## src/rtl/lsu_store_axi_if.sv

```systemverilog
// AXI4-Lite write-only channel bundle (AW, W, B) between the store unit and memory.
interface lsu_store_axi_if #(
  parameter int DATA_LEN = 32
);
  logic                    awvalid;
  logic                    awready;
  logic [DATA_LEN-1:0]     awaddr;
  logic                    wvalid;
  logic                    wready;
  logic [DATA_LEN-1:0]     wdata;
  logic [DATA_LEN/8-1:0]   wstrb;
  logic                    bvalid;
  logic                    bready;
  logic [1:0]              bresp;

  modport master (
    output awvalid, awaddr, wvalid, wdata, wstrb, bready,
    input  awready, wready, bvalid, bresp
  );

  modport slave (
    input  awvalid, awaddr, wvalid, wdata, wstrb, bready,
    output awready, wready, bvalid, bresp
  );
endinterface

```

## src/rtl/lsu_store_axi.sv

```systemverilog
// RV32 store unit: accepts one SB/SH/SW, replicates data across lanes, builds
// byte strobes, performs one AXI4-Lite write and reports completion or a trap.
module lsu_store_axi #(
  parameter int DATA_LEN       = 32,
  parameter int MISALIGN_CAUSE = 6,
  parameter int ACCESS_CAUSE   = 7
) (
  input  logic                clk,
  input  logic                rst_n,
  input  logic                store_valid,
  output logic                store_ready,
  input  logic [DATA_LEN-1:0] store_addr,
  input  logic [DATA_LEN-1:0] store_data,
  input  logic                is_byte,
  input  logic                is_half,
  input  logic                is_word,
  output logic                done,
  output logic                err,
  output logic [DATA_LEN-1:0] err_cause,
  lsu_store_axi_if.master     axi
);

  typedef enum logic [1:0] {S_IDLE, S_SEND, S_WAIT_B, S_FIN} state_t;

  localparam logic [1:0] SZ_BYTE = 2'd0;
  localparam logic [1:0] SZ_HALF = 2'd1;
  localparam logic [1:0] SZ_WORD = 2'd2;
  localparam int         PAY_W   = DATA_LEN + DATA_LEN/8;

  // Lane replication plus strobe generation; returns {wdata, wstrb}.
  function automatic logic [PAY_W-1:0] align_store(
    input logic [1:0]          sz,
    input logic [1:0]          off,
    input logic [DATA_LEN-1:0] d
  );
    logic [PAY_W-1:0] res;
    case (sz)
      SZ_BYTE: res = {{4{d[7:0]}}, (4'b0001 << off)};
      SZ_HALF: res = {{2{d[15:0]}}, (4'b0011 << off)};
      SZ_WORD: res = {d, 4'b1111};
      default: res = {d, 4'b1111};
    endcase
    return res;
  endfunction

  state_t                r_state;
  state_t                w_state_nxt;
  logic                  r_aw_vld;
  logic                  r_w_vld;
  logic                  r_err;
  logic [DATA_LEN-1:0]   r_cause;
  logic [DATA_LEN-1:0]   r_addr;
  logic [DATA_LEN-1:0]   r_wdata;
  logic [DATA_LEN/8-1:0] r_wstrb;
  logic                  w_aw_nxt;
  logic                  w_w_nxt;
  logic                  w_err_nxt;
  logic [DATA_LEN-1:0]   w_cause_nxt;
  logic [1:0]            w_sz;
  logic                  w_misalign;
  logic                  w_accept;
  logic [PAY_W-1:0]      w_payload;

  // Size decode (word beats half beats byte, no flag means word) and alignment check.
  always_comb begin
    w_sz = SZ_WORD;
    if (is_word) begin
      w_sz = SZ_WORD;
    end else if (is_half) begin
      w_sz = SZ_HALF;
    end else if (is_byte) begin
      w_sz = SZ_BYTE;
    end else begin
      w_sz = SZ_WORD;
    end
    w_misalign = ((w_sz == SZ_HALF) && store_addr[0]) ||
                 ((w_sz == SZ_WORD) && (store_addr[1:0] != 2'b00));
    w_accept   = (r_state == S_IDLE) && store_valid;
    w_payload  = align_store(w_sz, store_addr[1:0], store_data);
  end

  // Next-state and next-output logic for the write sequence.
  always_comb begin
    w_state_nxt = r_state;
    w_aw_nxt    = r_aw_vld;
    w_w_nxt     = r_w_vld;
    w_err_nxt   = r_err;
    w_cause_nxt = r_cause;
    case (r_state)
      S_IDLE: begin
        if (store_valid && w_misalign) begin
          w_state_nxt = S_FIN;
          w_err_nxt   = 1'b1;
          w_cause_nxt = DATA_LEN'(MISALIGN_CAUSE);
        end else if (store_valid) begin
          w_state_nxt = S_SEND;
          w_aw_nxt    = 1'b1;
          w_w_nxt     = 1'b1;
        end else begin
          w_state_nxt = S_IDLE;
        end
      end
      S_SEND: begin
        w_aw_nxt = r_aw_vld & ~axi.awready;
        w_w_nxt  = r_w_vld & ~axi.wready;
        if (!w_aw_nxt && !w_w_nxt) begin
          w_state_nxt = S_WAIT_B;
        end else begin
          w_state_nxt = S_SEND;
        end
      end
      S_WAIT_B: begin
        if (axi.bvalid) begin
          w_state_nxt = S_FIN;
          w_err_nxt   = (axi.bresp != 2'b00);
          w_cause_nxt = (axi.bresp != 2'b00) ? DATA_LEN'(ACCESS_CAUSE) : {DATA_LEN{1'b0}};
        end else begin
          w_state_nxt = S_WAIT_B;
        end
      end
      S_FIN: begin
        w_state_nxt = S_IDLE;
        w_err_nxt   = 1'b0;
        w_cause_nxt = {DATA_LEN{1'b0}};
      end
      default: begin
        w_state_nxt = S_IDLE;
        w_aw_nxt    = 1'b0;
        w_w_nxt     = 1'b0;
        w_err_nxt   = 1'b0;
        w_cause_nxt = {DATA_LEN{1'b0}};
      end
    endcase
  end

  // State, handshake valids and trap status registers.
  always_ff @(posedge clk or negedge rst_n) begin
    if (!rst_n) begin
      r_state  <= S_IDLE;
      r_aw_vld <= 1'b0;
      r_w_vld  <= 1'b0;
      r_err    <= 1'b0;
      r_cause  <= {DATA_LEN{1'b0}};
    end else begin
      r_state  <= w_state_nxt;
      r_aw_vld <= w_aw_nxt;
      r_w_vld  <= w_w_nxt;
      r_err    <= w_err_nxt;
      r_cause  <= w_cause_nxt;
    end
  end

  // Request payload captured once at acceptance so later input changes are ignored.
  always_ff @(posedge clk or negedge rst_n) begin
    if (!rst_n) begin
      r_addr  <= {DATA_LEN{1'b0}};
      r_wdata <= {DATA_LEN{1'b0}};
      r_wstrb <= {(DATA_LEN/8){1'b0}};
    end else if (w_accept) begin
      r_addr  <= store_addr;
      r_wdata <= w_payload[PAY_W-1:DATA_LEN/8];
      r_wstrb <= w_payload[DATA_LEN/8-1:0];
    end
  end

  assign store_ready = (r_state == S_IDLE);
  assign done        = (r_state == S_FIN);
  assign err         = r_err;
  assign err_cause   = r_cause;
  assign axi.awvalid = r_aw_vld;
  assign axi.awaddr  = r_addr;
  assign axi.wvalid  = r_w_vld;
  assign axi.wdata   = r_wdata;
  assign axi.wstrb   = r_wstrb;
  assign axi.bready  = (r_state == S_WAIT_B);

endmodule

```

## src/flat_wrapper.sv

```systemverilog
// flat-port wrapper written by rule: the top's interface ports become plain ports
module lsu_store_axi_flat 
#(
  parameter int DATA_LEN       = 32,
  parameter int MISALIGN_CAUSE = 6,
  parameter int ACCESS_CAUSE   = 7
)
  (clk, rst_n, store_valid, store_ready, store_addr, store_data, is_byte, is_half, is_word, done, err, err_cause, axi_awvalid, axi_awaddr, axi_wvalid, axi_wdata, axi_wstrb, axi_bready, axi_awready, axi_wready, axi_bvalid, axi_bresp);
  lsu_store_axi_if #(.DATA_LEN(DATA_LEN)) axi_i ();
  input  logic clk;
  input  logic rst_n;
  input  logic store_valid;
  output logic store_ready;
  input  logic [DATA_LEN-1:0] store_addr;
  input  logic [DATA_LEN-1:0] store_data;
  input  logic is_byte;
  input  logic is_half;
  input  logic is_word;
  output logic done;
  output logic err;
  output logic [DATA_LEN-1:0] err_cause;
  output wire logic [$bits(axi_i.awvalid)-1:0] axi_awvalid;
  output wire logic [$bits(axi_i.awaddr)-1:0] axi_awaddr;
  output wire logic [$bits(axi_i.wvalid)-1:0] axi_wvalid;
  output wire logic [$bits(axi_i.wdata)-1:0] axi_wdata;
  output wire logic [$bits(axi_i.wstrb)-1:0] axi_wstrb;
  output wire logic [$bits(axi_i.bready)-1:0] axi_bready;
  input wire logic [$bits(axi_i.awready)-1:0] axi_awready;
  input wire logic [$bits(axi_i.wready)-1:0] axi_wready;
  input wire logic [$bits(axi_i.bvalid)-1:0] axi_bvalid;
  input wire logic [$bits(axi_i.bresp)-1:0] axi_bresp;
  assign axi_awvalid = axi_i.awvalid;
  assign axi_awaddr = axi_i.awaddr;
  assign axi_wvalid = axi_i.wvalid;
  assign axi_wdata = axi_i.wdata;
  assign axi_wstrb = axi_i.wstrb;
  assign axi_bready = axi_i.bready;
  assign axi_i.awready = axi_awready;
  assign axi_i.wready = axi_wready;
  assign axi_i.bvalid = axi_bvalid;
  assign axi_i.bresp = axi_bresp;
  lsu_store_axi #(.DATA_LEN(DATA_LEN), .MISALIGN_CAUSE(MISALIGN_CAUSE), .ACCESS_CAUSE(ACCESS_CAUSE)) u_core (.clk(clk), .rst_n(rst_n), .store_valid(store_valid), .store_ready(store_ready), .store_addr(store_addr), .store_data(store_data), .is_byte(is_byte), .is_half(is_half), .is_word(is_word), .done(done), .err(err), .err_cause(err_cause), .axi(axi_i));
endmodule
```

## config.mk

```make
export PLATFORM = sky130hd
export DESIGN_NAME = lsu_store_axi_flat
export DESIGN_NICKNAME = d
export VERILOG_FILES = /design/src/rtl/lsu_store_axi_if.sv /design/src/rtl/lsu_store_axi.sv /design/src/flat_wrapper.sv
export SDC_FILE = /design/constraint.sdc
export NUM_CORES = 1
export LEC_CHECK = 0
export ABC_AREA = 1
export CAP_MARGIN = 15
export CORE_ASPECT_RATIO = 0.8
export CORE_MARGIN = 2
export CORE_UTILIZATION = 36
export DETAILED_ROUTE_END_ITERATION = 12
export GPL_ROUTABILITY_DRIVEN = 0
export PLACE_DENSITY = 0.88
export SLEW_MARGIN = 15
export SYNTH_ARGS = -nofsm -noshare
export SYNTH_HDL_FRONTEND = slang
export SYNTH_SLANG_ARGS = --single-unit
```

## constraint.sdc

```tcl
create_clock -name clk -period 1.3 [get_ports clk]
set_clock_uncertainty 0.1 [all_clocks]
set_input_delay 0.13 -clock clk [delete_from_list [all_inputs] [get_ports clk]]
set_output_delay 0.13 -clock clk [all_outputs]
set_load 0.02 [all_outputs]
```

---- Word-level counts from Yosys, hierarchy flattened ----
Index checks and enable logic that the tools add are counted.
storage, ports and cells
  flip-flop bits (word level) ............. 105
  output and inout bits ................... 106
  logic and storage cells ................. 59
cells by class
  bitwise logic cells ..................... 4
  mux-type cells .......................... 20
  shift operators ......................... 2
  reductions and logical operators ........ 16
  equal/unequal tests ..................... 9
operators with widths
  cell                   number
  $pmux W32 S3           1
  $pmux W36 S2           1
  $mux W32               2
  $mux W2                5
  $pmux W2 S4            1
  $eq A2 B2 Y1 const B   3
  $mux W1                6
  $reduce_and A3 Y1      2
  $reduce_bool A2 Y1     3
  $logic_and A1 B1 Y1    5
  $eq A2 B1 Y1 const B   2
  $logic_not A2 Y1       2
  $ne A2 B1 Y1 const B   2
  $ne A2 B2 Y1 const B   2
  $pmux W1 S2            2
  $shl A1 B2 Y4 const A  1
  $shl A2 B2 Y4 const A  1
  $mux W3                1
  $pmux W1 S3            1
  $reduce_bool A3 Y1     1
  $and A1 B1 Y1          2
  $logic_not A1 Y1       2
  $not A1 Y1             2
  $logic_or A1 B1 Y1     1

---- Logic depth before layout (Yosys ltp) ----
Gate-level depths: netlist of run 1.
  depth in word-level cells ............... 9
  mapped depth ............................ 10

---- Worst setup path before layout of run 1 ----
No wires, ideal clock.
  path type ............................... register to register
  from .................................... reg u_core.r_state[1]
  to ...................................... reg u_core.r_addr[11] (netlist: u_core.axi.awaddr[11])
  path buffers ............................ 2
  setup slack ............................. -0.095 ns
  library setup time ...................... 0.066 ns
  arrival time ............................ 1.230 ns
  clock period less this slack ............ 1.395 ns
  stages on the path, launching flop included .. 8
  data required time ...................... 1.134 ns
  cells stage by stage .................... dfrtp_1 -> nor2_4 -> nand2_4 -> inv_2 -> buf_4 -> buf_2 -> nand2_1 -> nand2_1
on the way
  longest elaborated chain between the ends .. 2
RTL lines
  what                      line                  RTL
  start: declaration        lsu_store_axi.sv:46   state_t r_state;
  start signal: assignment  lsu_store_axi.sv:145  r_state <= w_state_nxt;
  $logic_not A2 Y1          --
  named net store_ready     flat_wrapper.sv:13    output logic store_ready;
  $logic_and A1 B1 Y1       lsu_store_axi.sv:78   w_accept = (r_state == S_IDLE) && store_valid;
  end signal: assignment    lsu_store_axi.sv:156  r_addr <= {DATA_LEN{1'b0}};
  end signal: assignment    lsu_store_axi.sv:160  r_addr <= store_addr;
  end: declaration          lsu_store_axi.sv:52   logic [DATA_LEN-1:0] r_addr;
The timed path passes the listed nets, and every way through them passes these cells.
A chain may end at the register's enable or synchronous reset.

---- Final worst setup path of run 1 ----
  from .................................... reg u_core.r_state[0]
  to ...................................... reg u_core.r_wdata[5] (netlist: u_core.axi.wdata[5])
on the way
  longest elaborated chain between the ends .. 2
RTL lines
  what                    line                  RTL
  $logic_not A2 Y1        lsu_store_axi.sv:78
  $logic_and A1 B1 Y1     lsu_store_axi.sv:78
  end signal: assignment  lsu_store_axi.sv:157  r_wdata <= {DATA_LEN{1'b0}};
  end signal: assignment  lsu_store_axi.sv:161  r_wdata <= w_payload[PAY_W-1:DATA_LEN/8];
  end: declaration        lsu_store_axi.sv:53   logic [DATA_LEN-1:0] r_wdata;
No other way between the ends.

==> impl.org, run 1 <==
** Run status
- The run finished, with violations left.
- Failing checks :: setup timing

** Die
- The die covers between 10,000 and 15,000 sq um.
- After floorplanning, the core was sized to cover slightly above 9000 sq um.
- Die outline width :: roughly 110 um
- Boundary Pins :: between 150 and 200
- Initial standard-cell utilization of the core :: between 30% and 40%
- Floorplan die height :: just over 90 um
- Number of cell rows :: 31

** Routing
- The detailed router placed approximately 3,700 vias in this run.
- The detail route stage leaves a number of antenna-violating nets equal to 0.
- After detailed routing, the average wire length per cell comes to 17.2 um.
- After detailed routing, the total wire length is around 13,000 um.
- For this run, the detailed router's first-pass iteration total came to 5.
- Number of design-rule violations left by the first detailed-router iteration :: 200
- Average vias per placed instance :: 4.93
- Number of design rule violations left after detail routing :: 0

** Layout
- The filler cells instantiated in the layout total between 600 and 700.
- Most frequent standard cell in the layout excluding fill and tap cells :: nand2_1
- Commonest cells after routing, fill and taps aside :: nand2_1 (101), clkdlybuf4s50_1 (72), dfrtp_1 (72)
- The final layout contains about 700 nets.
- Layout overhead on the synthesized area :: 88.3%
- 0 antenna diodes ended up in the layout.
- The post-route netlist has between 30% and 40% of its cells at a drive strength greater than 1.

** STA
- Across all setup checks in the final design, the least slack found is -0.265 ns.
- Time the worst path needs with I/O delays and setup :: between 1.5 and 2 ns
- Final Slew Violations :: 0
- The worst path uses 120% of the clock period.
- Number of failing hold endpoints at the final stage :: 0
- For this run, the top clock speed supported by timing is 639 MHz.
- Number of setup violations in the final report :: 72
- Setup total negative slack on the finished layout was measured at -11.73 ns.
- Setup repair after global routing could not meet its margin everywhere.

** Worst setup path
- Classification of the worst setup path :: register to register
- The cell that appears most often on the critical path is buf_6.
- STA classifies the critical path endpoint as a register.
- Data arrives at the worst endpoint at 1.68 ns.
- List of cells traversed by the critical path :: nor2_4 > buf_4 > buf_6 > nand2_8 > buf_12 > buf_6 > nand2_1 > o21ai_2
- Data on the critical path is required at its endpoint by 1.41 ns.
- Critical path's slowest cell :: dfrtp_2
- Buffering stage count on the worst path with inverters included :: 4
- Worst path top cell family by delay :: buffers and inverters
- Stage delay of the slowest cell on the critical path :: around 0.44 ns
- Startpoint type of the worst setup path :: register
- In this run the worst path has a maximum fanout of 5.

** Clock network
- No sink is reached through more buffers than the 2 on the longest clock path.
- The tree built by TritonCTS fans out to 74 sinks.
- H-Tree Depth :: 3
- In this run the clock root is driven by a clkbuf_16.
- TritonCTS clock tree :: yes
- Clock-pin slew on the worst setup and hold paths :: about 0.060 ns
- For the worst-skew pair, the clock arrives at the later sink with an insertion delay of 0.32 ns.
- Clock tree synthesis inserted a total of 9 buffers.

** Global route
- Total overflow reported by the global router :: 0
- Entering global routing, the biggest net connects 31 pins.
- The initial antenna violation count was 0.
- Global routing used between 20% and 30% of the available tracks.
- The number of global-route vias before repair was between 3,000 and 4,000.
- First-pass GRT wire length :: around 19,000 um

** Yosys
- Counting every instance in the synthesized netlist gives ~400.
- Mapped Avg Cell Area :: approximately 8.3 sq um
- In this run, distinct cell masters in the synthesized netlist total 22.
- Among all flip-flop cells after synthesis, the most frequent one is dfrtp_1.
- Number of synthesis warnings :: 0
- Number of storage elements in the synthesis netlist :: 74
- After synthesis, the share of flip-flops with an asynchronous set or reset is 100%.
- EDFF count, synth :: 0
- Syn Std Cell Area :: 3400 sq um
- Sequential elements use 54.4% of the synthesized area.

** Power and ir drop
- Power per cell area :: about 2400 nW/um^2
- Maximum VDD drop :: approximately 1.3 mV
- Total leakage power :: approximately 3.1 nW

** Placement
- Before CTS, the worst setup slack after placement is -0.374 ns.
- Count of input and output buffers :: 151
- Hpwl dp :: approximately 7700 um

** Worst hold path
- Min-delay worst type :: input pin to asynchronous set/reset pin

** Job
- The tool flagged a number of max-cap violations equal to 0.
-- metrics by stage --
step,hold WS (ns),cell area [sq um],total power (W),std cells,utilization (%)
finish,0.160,6410,0.0151,743,70.3
detailed placement,-0.0425,5170,0.0108,694,56.7
CTS,0.166,6070,0.0141,739,66.6
global route,0.169,6410,0.0159,743,70.3
global placement,-0.0381,5170,0.0106,694,56.7
floorplan,-0.266,3530,0.00746,440,-
-- final timing paths --
check | from | end | slack (ns) | cells past startpoint
hold / removal | rst_n | u_core.axi.awaddr[0] | 0.16 | 2
max in group asynchronous | rst_n | u_core.axi.wdata[29] | 0.45 | 3
min in group clk | store_addr[6] | u_core.axi.awaddr[6] | 0.24 | 3
setup / recovery | u_core.r_state[0] | u_core.axi.wdata[5] | -0.26 | 8
setup reg to reg | u_core.r_state[0] | u_core.axi.wdata[5] | -0.26 | 8
hold reg to reg | u_core.axi.awaddr[5] | u_core.axi.awaddr[5] | 0.38 | 2
-- power by group --
part	switching, W	leakage, nW	internal (W)
registers	0.000864	0.888	0.00342
logic	0.00446	2.09	0.00370
clock network	0.000938	0.153	0.00168
-- metal layers --
| layer | track usage (%) | vias to the layer above | share of wire (%) |
|---|---|---|---|
| li1 | - | 1680 | - |
| met1 | 28.6 | 1779 | 39 |
| met2 | 40.6 | 183 | 51 |
| met3 | 7.88 | 22 | 7.8 |
| met4 | 4.98 | 0 | 1.9 |
| met5 | 0 | - | 0 |
-- sequential cells by signal, summed over array words and instances (netlist names) --
| name | count |
|---|---|
| u_core.axi.awaddr | 32 |
| u_core.r_state | 2 |
| u_core.err_cause | 2 |
| u_core.axi.wstrb | 4 |
| u_core.axi.wvalid | 1 |
| u_core.axi.awvalid | 1 |
| u_core.axi.wdata | 32 |
-- cell families (layout without fill, tap and decap cells) --
logic type	Yosys count	count (layout)	share of synthesized area (%)
other cells	1	29	0.110
flops	74	74	54.4
simple gates	210	211	24.7
buf+inv	69	256	11.8
compound gates	58	58	8.93
-- cell usage after synthesis, types with 5 or more instances --
cell type	n	area share, %
a21oi_1	10	1.5
a31oi_1	11	2.0
buf_2	9	1.3
buf_4	33	7.3
clkbuf_1	5	0.55
dfrtp_1	74	54
inv_1	18	2.0
nand2_1	171	19
nand3_1	19	2.8
nor2_1	12	1.3
o21ai_0	20	2.9
o21ai_1	17	2.5
-- final cells by class --
| class | count | area (sq um) | area share (%) |
|---|---|---|---|
| Clock buffer | 11 | 233 | 3.63 |
| Tap cell | 115 | 144 | 2.25 |
| Multi-Input combinational cell | 298 | 1740 | 27.2 |
| Clock inverter | 5 | 78.8 | 1.23 |
| Sequential cell | 74 | 1850 | 28.9 |
| Timing Repair Buffer | 217 | 2230 | 34.8 |
| Timing Repair inverter | 2 | 32.5 | 0.508 |
| Inverter | 21 | 93.8 | 1.46 |
-- repair_timing --
item / 4_1_cts / 5_1_grt
gates cloned: 11 / 1
setup buffers: 17 / 4
endpoints found under the hold margin: 74 / 0
setup endpoints to repair: 139 / 117
resized for setup: 198 / 164
hold buffers: 1 / 0
pin swaps: 25 / 11
Power figures use the tool's default switching activity.
==> run 2, diff against run 1 <==
CTS_CLUSTER_SIZE = 24   (was not set)
==> results of run 2 <==
Same layout as run 1: the final DEF is identical, and so are final timing and power.
